`config.mk`:
```
export PLATFORM = sky130hd
export DESIGN_NAME = pi_txn_queue
export DESIGN_NICKNAME = d
export VERILOG_FILES = /design/src/rtl/pi_txn_queue.sv
export SDC_FILE = /design/constraint.sdc
export NUM_CORES = 1
export LEC_CHECK = 0
export ABC_AREA = 1
export CAP_MARGIN = 10
export CORE_ASPECT_RATIO = 1.25
export CORE_MARGIN = 1
export CORE_UTILIZATION = 46
export DETAILED_ROUTE_END_ITERATION = 12
export HOLD_SLACK_MARGIN = 0.1
export PLACE_DENSITY_LB_ADDON = 0.05
export SYNTH_ARGS = -nofsm -noshare
export SYNTH_HDL_FRONTEND = slang
export SYNTH_SLANG_ARGS = --single-unit
```
`constraint.sdc`:
```
create_clock -name c200m -period 3.2 [get_ports c200m]
set_clock_uncertainty 0.05 [all_clocks]
set_input_delay 0.64 -clock c200m [delete_from_list [all_inputs] [get_ports c200m]]
set_output_delay 0.64 -clock c200m [all_outputs]
set_load 0.02 [all_outputs]
```
`src/rtl/pi_txn_queue.sv`:
```
// Pi-side command queue for the 68000 bus engine: stages Pi register writes into
// bus commands, buffers them in a FIFO and tracks outstanding cycles for busy/status.
module pi_txn_queue #(
  parameter int DEPTH = 4
) (
  input  logic        c200m,
  input  logic        rst,
  input  logic [1:0]  pi_a,
  input  logic        pi_wr_stb,
  input  logic        pi_rd_stb,
  input  logic [15:0] pi_d_in,
  output logic [15:0] pi_d_out,
  output logic        cmd_valid,
  input  logic        cmd_ready,
  output logic [23:0] cmd_addr,
  output logic [15:0] cmd_wdata,
  output logic [2:0]  cmd_fc,
  output logic        cmd_rw,
  output logic        cmd_uds_n,
  output logic        cmd_lds_n,
  input  logic        rsp_valid,
  input  logic [15:0] rsp_rdata,
  output logic        txn_busy,
  output logic        q_full
);

  localparam int AW = $clog2(DEPTH);
  localparam int CW = $clog2(DEPTH + 1);
  localparam int OW = $clog2(DEPTH + 2);

  localparam logic [1:0] REG_DATA    = 2'd0;
  localparam logic [1:0] REG_ADDR_LO = 2'd1;
  localparam logic [1:0] REG_ADDR_HI = 2'd2;
  localparam logic [1:0] REG_STATUS  = 2'd3;

  typedef struct packed {
    logic [23:0] addr;
    logic [15:0] wdata;
    logic [2:0]  fc;
    logic        rw;
    logic        uds_n;
    logic        lds_n;
  } cmd_t;

  cmd_t          mem [DEPTH];
  cmd_t          new_entry;
  cmd_t          head;
  logic [AW-1:0] wr_ptr;
  logic [AW-1:0] rd_ptr;
  logic [CW-1:0] count;
  logic [OW-1:0] outstanding;
  logic [15:0]   wdata_stg;
  logic [15:0]   addr_stg;
  logic [15:0]   rd_data;
  logic          overflow;
  logic          rd_valid;
  logic          inflight_rw;
  logic          addr_hi_wr;
  logic          full;
  logic          push;
  logic          pop;
  logic          rsp_ok;

  assign addr_hi_wr = pi_wr_stb && (pi_a == REG_ADDR_HI);
  assign full       = (count == CW'(DEPTH));
  // Full is judged on the registered count, so a same-cycle pop never makes room.
  assign push       = addr_hi_wr && !full;
  assign pop        = (count != '0) && cmd_ready;
  assign rsp_ok     = rsp_valid && (outstanding != '0);

  always_comb begin
    new_entry.addr  = {pi_d_in[7:0], addr_stg};
    new_entry.wdata = wdata_stg;
    new_entry.fc    = pi_d_in[15:13];
    new_entry.rw    = pi_d_in[9];
    new_entry.uds_n = pi_d_in[8] & addr_stg[0];
    new_entry.lds_n = pi_d_in[8] & ~addr_stg[0];
  end

  always_ff @(posedge c200m) begin
    if (push) begin
      mem[wr_ptr] <= new_entry;
    end
  end

  assign head      = mem[rd_ptr];
  assign cmd_valid = (count != '0);
  assign cmd_addr  = cmd_valid ? head.addr  : 24'h0;
  assign cmd_wdata = cmd_valid ? head.wdata : 16'h0;
  assign cmd_fc    = cmd_valid ? head.fc    : 3'd7;
  assign cmd_rw    = cmd_valid ? head.rw    : 1'b1;
  assign cmd_uds_n = cmd_valid ? head.uds_n : 1'b1;
  assign cmd_lds_n = cmd_valid ? head.lds_n : 1'b1;
  assign txn_busy  = (outstanding != '0);
  assign q_full    = full;

  always_ff @(posedge c200m or posedge rst) begin
    if (rst) begin
      wr_ptr      <= '0;
      rd_ptr      <= '0;
      count       <= '0;
      outstanding <= '0;
      wdata_stg   <= '0;
      addr_stg    <= '0;
      rd_data     <= '0;
      overflow    <= 1'b0;
      rd_valid    <= 1'b0;
      inflight_rw <= 1'b0;
      pi_d_out    <= '0;
    end else begin
      if (pi_wr_stb && pi_a == REG_DATA)    wdata_stg <= pi_d_in;
      if (pi_wr_stb && pi_a == REG_ADDR_LO) addr_stg  <= pi_d_in;

      if (addr_hi_wr && full) begin
        overflow <= 1'b1;
      end else if (pi_wr_stb && pi_a == REG_STATUS && pi_d_in[3]) begin
        overflow <= 1'b0;
      end

      if (push) wr_ptr <= wr_ptr + 1'b1;
      if (pop) begin
        rd_ptr      <= rd_ptr + 1'b1;
        inflight_rw <= head.rw;
      end

      if (push && !pop) begin
        count <= count + CW'(1);
      end else if (pop && !push) begin
        count <= count - CW'(1);
      end

      if (push && !rsp_ok) begin
        outstanding <= outstanding + OW'(1);
      end else if (rsp_ok && !push) begin
        outstanding <= outstanding - OW'(1);
      end

      // A response that lands in the same cycle as a DATA read wins, so no read data is lost.
      if (rsp_ok && inflight_rw) begin
        rd_data  <= rsp_rdata;
        rd_valid <= 1'b1;
      end else if (pi_rd_stb && pi_a == REG_DATA) begin
        rd_valid <= 1'b0;
      end

      if (pi_rd_stb) begin
        case (pi_a)
          REG_DATA:   pi_d_out <= rd_data;
          REG_STATUS: pi_d_out <= {12'b0, overflow, rd_valid, full, txn_busy};
          default:    pi_d_out <= 16'h0;
        endcase
      end
    end
  end

endmodule

```
==> key figures, run 1 <==
Clock tree
  – Clock Tree Buf Depth: 3
  – Postcts setup bufs: 0
  – Worst-skew pair later-pin latency: 510 ps
  – Reg clk slew, reported paths: ~60 ps
  – Clk sinks: about 260
  – CTS H-tree depth: 1
  – Clock root buffer: clkbuf_16
  – TritonCTS clock tree: built
  – # hold bufs at CTS: 0
  – CTS buffer count: 26

Setup path
  – Crit path kind: flip-flop to output port
  – CP required: 2510 ps
  – Startpoint Class: flip-flop
  – CP Capture Type: output port
  – CP max FO: 16
  – WP data arrival: around 2400 ps

Synth
  – Yosys cell types: 24
  – EDFF count, synth: about 180
  – Yosys reg bits: between 200 and 300
  – Post-synth top cells: nand2_1 (362), edfxtp_1 (184), inv_1 (124)
  – Ys flop type: edfxtp_1
  – Area contributors post-synth: edfxtp_1 (51%), dfrtp_1 (18%), nand2_1 (13%)
  – Cell Area, Synth: ~0.011 mm²
  – Async set-reset flop share out of synthesis: 29.5%
  – Part of the Yosys area used for sequential elements: 69.1%
  – Cell count after synthesis: between 1000 and 1500
  – Area leader, netlist: edfxtp_1
  – Most common cell in the netlist: nand2_1
  – Synthesized net count: between 1000 and 1500
  – Yosys top cell area share: about half
  – Syn_area_per_cell: 10.8 µm²
  – Ys Warns: 0

Routing
  – Initial detailed-routing violation count: between 400 and 500
  – Antenna-violating nets left: 0
  – DR pass1 iterations: 7
  – Drt drc: 0
  – Post-Route WL: approximately 25 mm
  – Routed WL per cell: ~17 µm
  – Routed via count: 7053
  – Via-per-instance ratio: 4.98

Floorplan
  – Boundary Pins: 105
  – Die height: between 150 and 200 µm
  – Die W: 139 µm
  – Die area: between 0.02 and 0.025 mm²
  – Starting Density: ~47%
  – Cell row count: between 60 and 70
  – Core area: 0.0230 mm²

Global route
  – Largest net degree at the start of global routing: 89
  – Gr ovfl total: 0
  – First-pass GRT wire length: around 39 mm
  – GRT Total Usage: a little over a fifth
  – Vias in the first global route: 6972
  – Initial antenna violation count: 2

Layout
  – Reg area: roughly 0.0075 mm²
  – Fillers: just under 2000
  – NumNets Final: about 1200
  – Multi-input gate area: between 0.002 and 0.003 mm²
  – ANT cells: 0
  – Layout cells sized above 1: 6.39%
  – Synth-to-Final Area Change: 22.3%

Outcome
  – Status: complete, no violations

Timing
  – Final Cycle Share: ~96%
  – Finish-stage setup viols: 0
  – Hold slack final: about 360 ps
  – Slew margin rel.: a little over half
  – Hold Violations, Final: 0
  – TNS Setup: 0 ps
  – Worst Tran Pin Value: 682 ps
  – RSZ-0062 raised after global routing: no
  – FMAX: ~0.33 GHz
  – Tmin final: between 3000 and 4000 ps
  – Max-slew violation count: 0

Pwr
  – Worst VDD drop: 0.000537 V
  – Pwr Density: around 900 mW/mm²
  – P_leak: about 5.7 nW

Place
  – RePlAce Congestion: roughly 0.77
  – PortBufs: ~100
  – Dpl hpwl: 14.5 mm

Flow run
  – Number of max-cap violations: 0

Hold path
  – Worst hold path class: input pin to asynchronous set/reset pin
==> layer usage <==
layer	GRT usage (%)	up-vias	part of all wire [%]
met3	3.49	38	5.0
met5	0	-	0.033
met1	27.0	3361	43
li1	-	3482	-
met2	36.3	170	50
met4	5.88	2	2.2
==> sequential cells by signal (all words and copies together), names as in the netlist <==
| signal | cells |
|---|---|
| mem | 184 |
| addr_stg | 16 |
| pi_d_out | 16 |
| rd_data | 16 |
| wdata_stg | 16 |
| count | 3 |
| outstanding | 3 |
| rd_ptr | 2 |
| wr_ptr | 2 |
| inflight_rw | 1 |
| overflow | 1 |
| rd_valid | 1 |
==> worst paths after layout <==
check | start | to | slack, ps | cells after the start
setup reg to reg | count[0] | count[2] | 930 | 9
setup / recovery | rd_ptr[1] | cmd_addr[14] | 130 | 5
max in group asynchronous | rst | rd_ptr[1] | 2020 | 3
hold / removal | rst | wdata_stg[14] | 360 | 2
hold reg to reg | rd_data[0] | rd_data[0] | 420 | 2
min in group c200m | rd_data[0] | rd_data[0] | 420 | 2
==> stage by stage <==
step / area (µm²) / instances / util [%] / power [W] / setup slack [ps]
final: 13200 / 1415 / 57.4 / 0.0119 / 130
after global routing: 13200 / 1415 / 57.4 / 0.0126 / 0.600
after detailed placement: 12200 / 1366 / 53.3 / 0.00883 / 316
after global placement: 12200 / 1366 / 53.3 / 0.00880 / 370
after CTS: 13100 / 1414 / 57.1 / 0.0120 / 3.85
after floorplan: 10800 / 1002 / - / 0.00699 / -285
==> power breakdown <==
| part | internal (W) | total [W] | switching [W] |
|---|---|---|---|
| logic | 0.00176 | 0.00444 | 0.00267 |
| registers | 0.00410 | 0.00435 | 0.000256 |
| clock network | 0.00189 | 0.00312 | 0.00123 |
==> worst max-delay path: stages (launching register included) <==
cell,delay (ps)
dfrtp_2,410
inv_2,280
buf_12,210
nand3_1,140
a21oi_1,200
clkdlybuf4s50_1,620
==> layout by cell type, fill, tap and decap left out, types with 2 or more instances in the layout <==
master | Yosys | routed
a21oi_1 | 41 | 41
a22o_1 | 13 | 13
buf_12 | 0 | 9
buf_4 | 2 | 7
buf_6 | 4 | 3
bufinv_16 | 0 | 4
clkbuf_1 | 14 | 7
clkbuf_16 | 0 | 28
clkdlybuf4s50_1 | 0 | 99
clkinv_1 | 1 | 3
clkinv_2 | 0 | 7
dfrtp_1 | 77 | 75
dfrtp_2 | 0 | 2
dlymetal6s2s_1 | 0 | 5
edfxtp_1 | 184 | 184
fa_1 | 2 | 2
ha_1 | 10 | 10
inv_1 | 124 | 123
inv_2 | 3 | 2
nand2_1 | 362 | 362
nand3_1 | 53 | 53
nand4_1 | 16 | 16
nor2_1 | 8 | 4
nor2_4 | 0 | 4
o211ai_1 | 10 | 10
o21ai_0 | 37 | 37
or2_1 | 5 | 5
xnor2_1 | 3 | 3
xor2_1 | 3 | 3
==> logic make-up (layout without fill, tap and decap cells) <==
logic type,Yosys count,count (layout),synth area share (%)
buf+inv,176,301,6.80
fa+ha+maj,12,12,1.53
flops,261,261,69.1
xor+xnor,6,6,0.488
simple gates,446,446,16.7
compound gates,101,101,5.37
==> area by class of cell <==
type	count	share of cell area, %
Inverter	128	3.69
Multi-Input combinational cell	565	19.9
Tap cell	288	2.73
Sequential cell	261	56.5
Timing Repair Buffer	125	10.4
Clock inverter	13	1.25
Clock buffer	35	5.43
==> what timing repair did <==
| item | 4_1_cts | 5_1_grt |
|---|---|---|
| gates cloned | 0 | 1 |
| resized for setup | 1 | 11 |
| endpoints found under the setup margin | 27 | 32 |
Power figures use the tool's default switching activity.
==> run 2, diff against run 1 <==
--- a/config.mk
+++ b/config.mk
@@ -13,6 +13,7 @@
 export DETAILED_ROUTE_END_ITERATION = 12
 export HOLD_SLACK_MARGIN = 0.1
 export PLACE_DENSITY_LB_ADDON = 0.05
+export SLEW_MARGIN = 0
 export SYNTH_ARGS = -nofsm -noshare
 export SYNTH_HDL_FRONTEND = slang
 export SYNTH_SLANG_ARGS = --single-unit
==> results of run 2 <==
The final DEF is identical to that of run 1; final timing and power are the same.
